## src/rtl/vc_fifo_bank.sv

```systemverilog
// Bank of NUM_VC independent first-word-fall-through FIFOs sharing one push and one pop port.
// Every channel's head flit is presented in parallel for the allocator.
module vc_fifo_bank #(
    parameter int DATA_WIDTH = 32,
    parameter int FIFO_DEPTH = 8,
    parameter int NUM_VC     = 4,
    parameter int AF_LEVEL   = 6,
    localparam int VC_W      = $clog2(NUM_VC),
    localparam int OCC_W     = $clog2(FIFO_DEPTH + 1)
) (
    input  logic                         clk,
    input  logic                         rst,
    input  logic                         wr_en,
    input  logic [VC_W-1:0]              wr_vc,
    input  logic [DATA_WIDTH-1:0]        din,
    input  logic                         rd_en,
    input  logic [VC_W-1:0]              rd_vc,
    input  logic [NUM_VC-1:0]            flush,
    output logic [NUM_VC*DATA_WIDTH-1:0] dout,
    output logic [NUM_VC-1:0]            empty,
    output logic [NUM_VC-1:0]            full,
    output logic [NUM_VC-1:0]            almost_full,
    output logic [NUM_VC*OCC_W-1:0]      occupancy,
    output logic                         overflow,
    output logic                         underflow
);

    localparam int AW    = $clog2(FIFO_DEPTH);
    localparam int PTR_W = AW + 1;

    logic [PTR_W-1:0]      r_head [NUM_VC];
    logic [PTR_W-1:0]      r_tail [NUM_VC];
    logic [DATA_WIDTH-1:0] r_ram  [NUM_VC][FIFO_DEPTH];
    logic                  r_overflow;
    logic                  r_underflow;

    logic [PTR_W-1:0]      w_diff [NUM_VC];
    logic [NUM_VC-1:0]     w_empty;
    logic [NUM_VC-1:0]     w_full;
    logic                  w_same_vc;
    logic                  w_pop_ok;
    logic                  w_push_ok;

    always_comb begin
        dout        = '0;
        occupancy   = '0;
        almost_full = '0;
        w_empty     = '0;
        w_full      = '0;
        for (int v = 0; v < NUM_VC; v++) begin
            w_diff[v]  = r_head[v] - r_tail[v];
            w_empty[v] = (r_head[v] == r_tail[v]);
            w_full[v]  = (r_head[v][AW] != r_tail[v][AW]) &&
                         (r_head[v][AW-1:0] == r_tail[v][AW-1:0]);
            occupancy[v*OCC_W +: OCC_W] = OCC_W'(w_diff[v]);
            almost_full[v] = (OCC_W'(w_diff[v]) >= OCC_W'(AF_LEVEL));
            if (!w_empty[v])
                dout[v*DATA_WIDTH +: DATA_WIDTH] = r_ram[v][r_tail[v][AW-1:0]];
        end
    end

    assign empty     = w_empty;
    assign full      = w_full;
    assign overflow  = r_overflow;
    assign underflow = r_underflow;

    // A pop on the same VC frees the slot this push needs, so a full VC still accepts it.
    assign w_same_vc = (wr_vc == rd_vc);
    assign w_pop_ok  = rd_en & ~w_empty[rd_vc];
    assign w_push_ok = wr_en & (~w_full[wr_vc] | (w_pop_ok & w_same_vc));

    always_ff @(posedge clk or negedge rst) begin
        if (!rst) begin
            for (int v = 0; v < NUM_VC; v++) begin
                r_head[v] <= '0;
                r_tail[v] <= '0;
            end
            r_overflow  <= 1'b0;
            r_underflow <= 1'b0;
        end else begin
            for (int v = 0; v < NUM_VC; v++) begin
                if (flush[v]) begin
                    r_head[v] <= '0;
                    r_tail[v] <= '0;
                end else begin
                    if (w_push_ok && (wr_vc == VC_W'(v)))
                        r_head[v] <= r_head[v] + 1'b1;
                    if (w_pop_ok && (rd_vc == VC_W'(v)))
                        r_tail[v] <= r_tail[v] + 1'b1;
                end
            end
            if (wr_en && w_full[wr_vc] && !(w_pop_ok && w_same_vc) && !flush[wr_vc])
                r_overflow <= 1'b1;
            if (rd_en && w_empty[rd_vc] && !flush[rd_vc])
                r_underflow <= 1'b1;
        end
    end

    // Storage carries no reset; stale entries are never visible because dout masks empty VCs.
    always_ff @(posedge clk) begin
        if (w_push_ok && !flush[wr_vc])
            r_ram[wr_vc][r_head[wr_vc][AW-1:0]] <= din;
    end

endmodule

```

## config.mk

```make
export PLATFORM = sky130hd
export DESIGN_NAME = vc_fifo_bank
export DESIGN_NICKNAME = d
export VERILOG_FILES = /design/src/rtl/vc_fifo_bank.sv
export SDC_FILE = /design/constraint.sdc
export NUM_CORES = 1
export LEC_CHECK = 0
export BUFFER_PORTS_ARGS = -buffer_cell sky130_fd_sc_hd__buf_2
export CORE_ASPECT_RATIO = 0.7
export CORE_UTILIZATION = 55
export CTS_BUF_LIST = sky130_fd_sc_hd__clkbuf_8
export DETAILED_ROUTE_END_ITERATION = 16
export GPL_TIMING_DRIVEN = 0
export PLACE_DENSITY = 0.71
export RECOVER_POWER = 50
export SETUP_SLACK_MARGIN = 0.3
export SYNTH_ARGS = -nofsm -noshare
export SYNTH_HDL_FRONTEND = slang
export SYNTH_SLANG_ARGS = --single-unit
```

## constraint.sdc

```tcl
create_clock -name clk -period 6.1 [get_ports clk]
set_input_delay 0 -clock clk [delete_from_list [all_inputs] [get_ports clk]]
set_output_delay 0 -clock clk [all_outputs]
set_load 0.02 [all_outputs]
```

## After elaboration in Yosys (flattened, before gate mapping)

Memories as Yosys holds them, arrays and structs flattened.
Index checks and enable logic that the tools add are counted.
Widths: inputs -> output; s select.

- $mul: 0
- Shift operators: 0
- Mux-type cells: 47
- Div/mod/pow operators: 0
- $add $sub $neg: 12
- $lt $le $gt $ge: 13
- Bitwise logic cells: 12
- Equality and inequality tests: 19
- Reductions and logical operators: 33

Operator list:

| kind | number |
|---|---|
| $mux 32 | 13 |
| $bmux 32 s3 | 4 |
| $mux 256 | 1 |
| $demux 32 s3 | 1 |
| $mux 4 | 16 |
| $add 4x1->4 const B | 8 |
| $ge 4x4->1 const B | 5 |
| $logic_and 1x1->1 | 20 |
| $not 3->4 | 5 |
| $eq 4x4->1 | 4 |
| $ge 4x3->1 const B | 4 |
| $reduce_bool 2->1 | 8 |
| $sub 4x4->4 | 4 |
| $eq 3x3->1 | 4 |
| $bmux 1 s2 | 4 |
| $bmux 4 s2 | 1 |
| $eq 2x2->1 const B | 4 |
| $lt 2x3->1 const B | 2 |
| $mux 3 | 2 |
| $mux 1 | 5 |
| $eq 2x1->1 const B | 2 |
| $logic_not 2->1 | 2 |
| $lt 4x1->1 const B | 1 |
| $ne 1x1->1 | 4 |
| other kinds (7) | 12 |

- RAM bits: 1024
- Bits of input ports: 44
- Memories kept: 1
- Flip-flop bits (word level): 34
- Bits in read-only memories: 0
- Latch bits: 0
- Word-level logic and storage cells: 147

Memory list:

| memory | words | width | read ports | clocked after Yosys merged registers in | wr ports | line | RTL |
|---|---|---|---|---|---|---|---|
| r_ram | 4 | 256 | 4 | 0 | 1 | 33 | `logic [DATA_WIDTH-1:0] r_ram [NUM_VC][FIFO_DEPTH];` |

## Logic depth before layout (Yosys ltp)

- Word-level depth: 11
- Depth in mapped cells: 10
- Mapped depth without buffers: 7

## Worst setup path after synthesis

Ideal clock, no wire load.

- Path kind: flip-flop to flip-flop
- From: reg r_tail[9] (netlist bit)
- To: mem r_ram[3][224] (netlist bit) (enable)
- Library setup time: 0.425 ns
- Arrival: 4.010 ns
- Data required time: 5.675 ns
- Cell stages (with the launch flop): 10
- Slack: 1.665 ns
- Cells stage by stage: dfrtp_1 > buf_1 > clkbuf_1 > inv_1 > ha_1 > nand3_1 > nor4b_1 > or4_4 > a211oi_2 > nor2b_1

- Word-level cells in the longest chain between the ends: 11

Ends and longest elaborated chain:

| what | line | RTL |
|---|---|---|
| start, declared | 32 | `logic [PTR_W-1:0] r_tail [NUM_VC];` |
| start signal, assigned by index | 89 | `r_tail[v] <= r_tail[v] + 1'b1;` |
| $eq 4x4->1 | 52 | `w_empty[v] = (r_head[v] == r_tail[v]);` |
| $bmux 1 s2 | 69 | `assign w_pop_ok = rd_en & ~w_empty[rd_vc];` |
| $mux 1 (implied by the code) | 69 |  |
| $not 1->1 | 69 |  |
| $and 1x1->1 | 69 |  |
| $and 1x1->1 | 70 | `assign w_push_ok = wr_en & (~w_full[wr_vc] \| (w_pop_ok & w_same_vc));` |
| $or 1x1->1 (*) | 70 |  |
| $and 1x1->1 (*) | 70 |  |
| $logic_and 1x1->1 (*) | 101 | `if (w_push_ok && !flush[wr_vc])` |
| $mux 1 (*) | 101 |  |
| $mux 256 (implied by the code) (*) | 102 | `r_ram[wr_vc][r_head[wr_vc][AW-1:0]] <= din;` |
| end, declared | 33 |  |

Mark *: on every way between the ends. The rest lies on a longest branch, timed or not. The select of a mux whose other input is x is not followed.

## Worst setup path after layout

- From: reg r_tail[1] (netlist bit)
- To: mem r_ram[1][210] (netlist bit) (enable)

The elaborated chain is that of the path after synthesis.

==> impl_metrics.toml <==
[timing]
fin_tns_setup_ns = 0
setup_violations = 0
finalClockSkew_ns = 0.0244
period_share_pct = 90.9
fin_crit_ns = 5.54
fmax_mhz = 180
slew_headroom_pct = -26.3
finalMaxSlewViolations = 68
max_slew.worst_pin.slew_ns = 1.89
final_hold_viol_count = 0
rsz0062_at_grt = "false"

[finish]
antenna_cells = 0
utilization_pct = 64.6
finalInstanceArea_um2 = 47800
syn2layout_area_growth_pct = 15.4
layout.nets = 2603
drive_above_1_share_pct = 26.0
fin_cells = 3636

[synthesis]
synth_cells = 2098
syn_nets = 2166
synth-edff-count = 1024
avgSynthCellArea_um2 = 19.7
ys_seq_elements = 1058
yosys.area.top_type = "edfxtp_1"
yosys_warnings = 0
syn_area_um2 = 41400
netlist.area_leader.share_pct = 74.2
synth_flop_cell = "edfxtp_1"
yosysSeqAreaShare_pct = 76.3
synth_cell_types = 50
synth_area_leaders = "edfxtp_1 74%, mux4_2 14%, nand2_1 2.5%"
async_flop_share_pct = 3.21

[route]
post_drt_wl_per_cell_um = 25.4
met3_length_um = 8080
wl_met1_um = 39800
wirelength_um = 92500
vias = 21800
dr_wl_met2_um = 43000
drc = 0
avgViaCountPerCell = 6.00
first_iter_violations = 2378
drt_pass1_iterations = 5
top_layer_used = "met4"
ant_nets = 0

[global_routing]
grt_pass1_wl_um = 138000
grt_max_degree = 35
grt_pass1_vias = 22257
antenna_found_initial = 1
track_usage_pct = 24.8
grt_overflow_total = 0

[setup_path]
crit_type = "reg2reg"
cp-start-kind = "flip-flop"
crit_path_start = "r_tail[1]"
slowest_stage = "nor2b_1"
cp.arrival_ns = 6.01
crit_chain = "clkbuf_1 -> clkbuf_1 -> inv_1 -> ha_1 -> nand3_1 -> nor3_1 -> or4_1 -> a211oi_2 -> nor2b_1 -> buf_12"
crit_path_max_fanout = 23
cp-end-kind = "flip-flop"
crit_top_cell = "clkbuf_1"
crit_required_ns = 6.57
r2r-start = "r_tail[1]"
cpPeakStageDelay_ns = 0.95

[run_status]
outcome = "complete, but fails checks"
violations = "max-capacitance violations, max-slew violations"

[power]
p_sw_mw = 3.04
p_sw_share_pct = 21.8
seqPwrFrac_pct = 57.7
pwr-share-comb_pct = 3.7
power_frac_clock_pct = 38.7
power.internal_mw = 10.9
ir_worst_vdd_mv = 0.158
powerDensity_nw_per_um2 = 291
leakagePower_nw = 15.7

[placed_design]
place_inst = 3305
place_congestion = 0.838
io_buffer_count = 200
hpwl_um = 60900
place_area_um2 = 44500

[clock_network]
cts_made_buffers = 155
insertion_delay_ns = 0.79
clk_pin_slew_ns = 0.07
cts_sinks = 1058
cts_tree = "done"
htreeDepth = 4
cts_buffer_depth = 3
cts-root-buf = "clkbuf_8"

[hold_path]
hold_path_class = "in2reg"
hold_path.startpoint = "flush[2]"

[floorplanning]
die_w_um = 330
fp.dieArea_um2 = 76400
core_um2 = 73900
num_rows = 83
start_util_pct = 56.0
die_y_um = 232
pin_count = 202

[job]
drv_cap = 2
## metrics by stage
stage          setup WS (ns)  hold slack (ns)  total power, mW
6_report               0.556            0.175             13.9
5_1_grt                0.386            0.190             14.3
4_1_cts                0.799           0.0792             14.0
3_5_place_dp           0.811            0.124             8.66
3_3_place_gp           -1.03            0.116             8.63
2_1_floorplan           1.67           -0.296             8.40
## critical path: cells and delay by family, from the launching register on
kind,cells,cell delay [ns]
DFF,1,0.67
and+or+nand+nor,4,1.86
adders and majority gates,1,0.34
buffers and inverters,4,1.67
AOI/OAI and AO/OA,1,0.64
## power groups by stage
stage | clock network [mW] | logic (mW) | registers [mW]
6_report | 5.37 | 0.512 | 8.01
5_1_grt | 5.76 | 0.549 | 8.01
4_1_cts | 5.46 | 0.524 | 8.01
3_5_place_dp | 0 | 0.498 | 8.16
3_3_place_gp | 0 | 0.475 | 8.16
2_1_floorplan | 0 | 0.242 | 8.16
## final timing paths
kind / to / slack, ns / depth (start not counted)
max in group asynchronous: r_tail[1] / 4.09 / 4
setup / recovery: r_ram[1][210] / 0.56 / 10
hold / removal: r_head[5] / 0.18 / 5
hold reg to reg: r_tail[7] / 0.60 / 2
setup reg to reg: r_ram[1][210] / 0.56 / 10
min in group asynchronous: r_tail[15] / 0.92 / 4
## layer usage
layer  track usage (%)  vias up
li1                  -     9298
met1              36.9    11357
met2              37.1     1022
met3              5.31      123
met4              7.75        0
met5                 0        -
## final cells by class
class | count | area (um2)
Tap cell | 977 | 1220
Buffer | 109 | 455
Fill cell | 4975 | 26200
Inverter | 33 | 124
Multi-Input combinational cell | 898 | 9420
Timing Repair Buffer | 280 | 2060
Sequential cell | 1058 | 31600
Clock buffer | 160 | 2200
Clock inverter | 121 | 699
## synthesized netlist by cell type (10+ instances only)
master and n:
edfxtp_1 1024, nand2_1 273, mux4_2 259, a21oi_1 138
nor2_1 66, clkbuf_1 65, dfrtp_1 34, inv_1 29
buf_2 28, ha_1 20, xnor2_1 17, buf_1 13
nor2b_1 13, nand3_1 11, mux2_1 10
## cells by family after synthesis
logic type,Yosys count,synth area share (%)
compound gates,171,2.34
xor+xnor,25,0.583
fa+ha+maj,24,0.798
buf+inv,142,1.41
flops,1058,76.3
mux,277,14.6
simple gates,401,4.02
## layout by cell type (no fill, tap or decap), types with 7 or more instances in the layout
cell,count
clkinv_2,16
clkbuf_8,160
ha_1,20
dfrtp_1,34
a21o_1,8
clkinv_1,45
nor2b_1,11
clkbuf_1,138
a21oi_1,140
mux2_1,10
nand4_1,7
nand2_1,273
edfxtp_1,1024
xnor2_1,17
mux4_2,259
inv_1,73
buf_12,24
nor2_1,42
nand3_1,11
buf_2,162
dlygate4sd3_1,49
buf_1,8
nor2_4,24
## sequential cells by signal, indices dropped and copies added, names as in the netlist
name	flops
underflow	1
r_head	16
r_ram	1024
overflow	1
r_tail	16
## what timing repair did
action / 4_1_cts / 5_1_grt
endpoints found under the setup margin: 0 / 0
resized for setup: 0 / 0
buffers inserted: 0 / 0
hold endpoints to repair: 1112 / 0
hold buffers: 50 / 0
(Power assumes the default switching activity.)
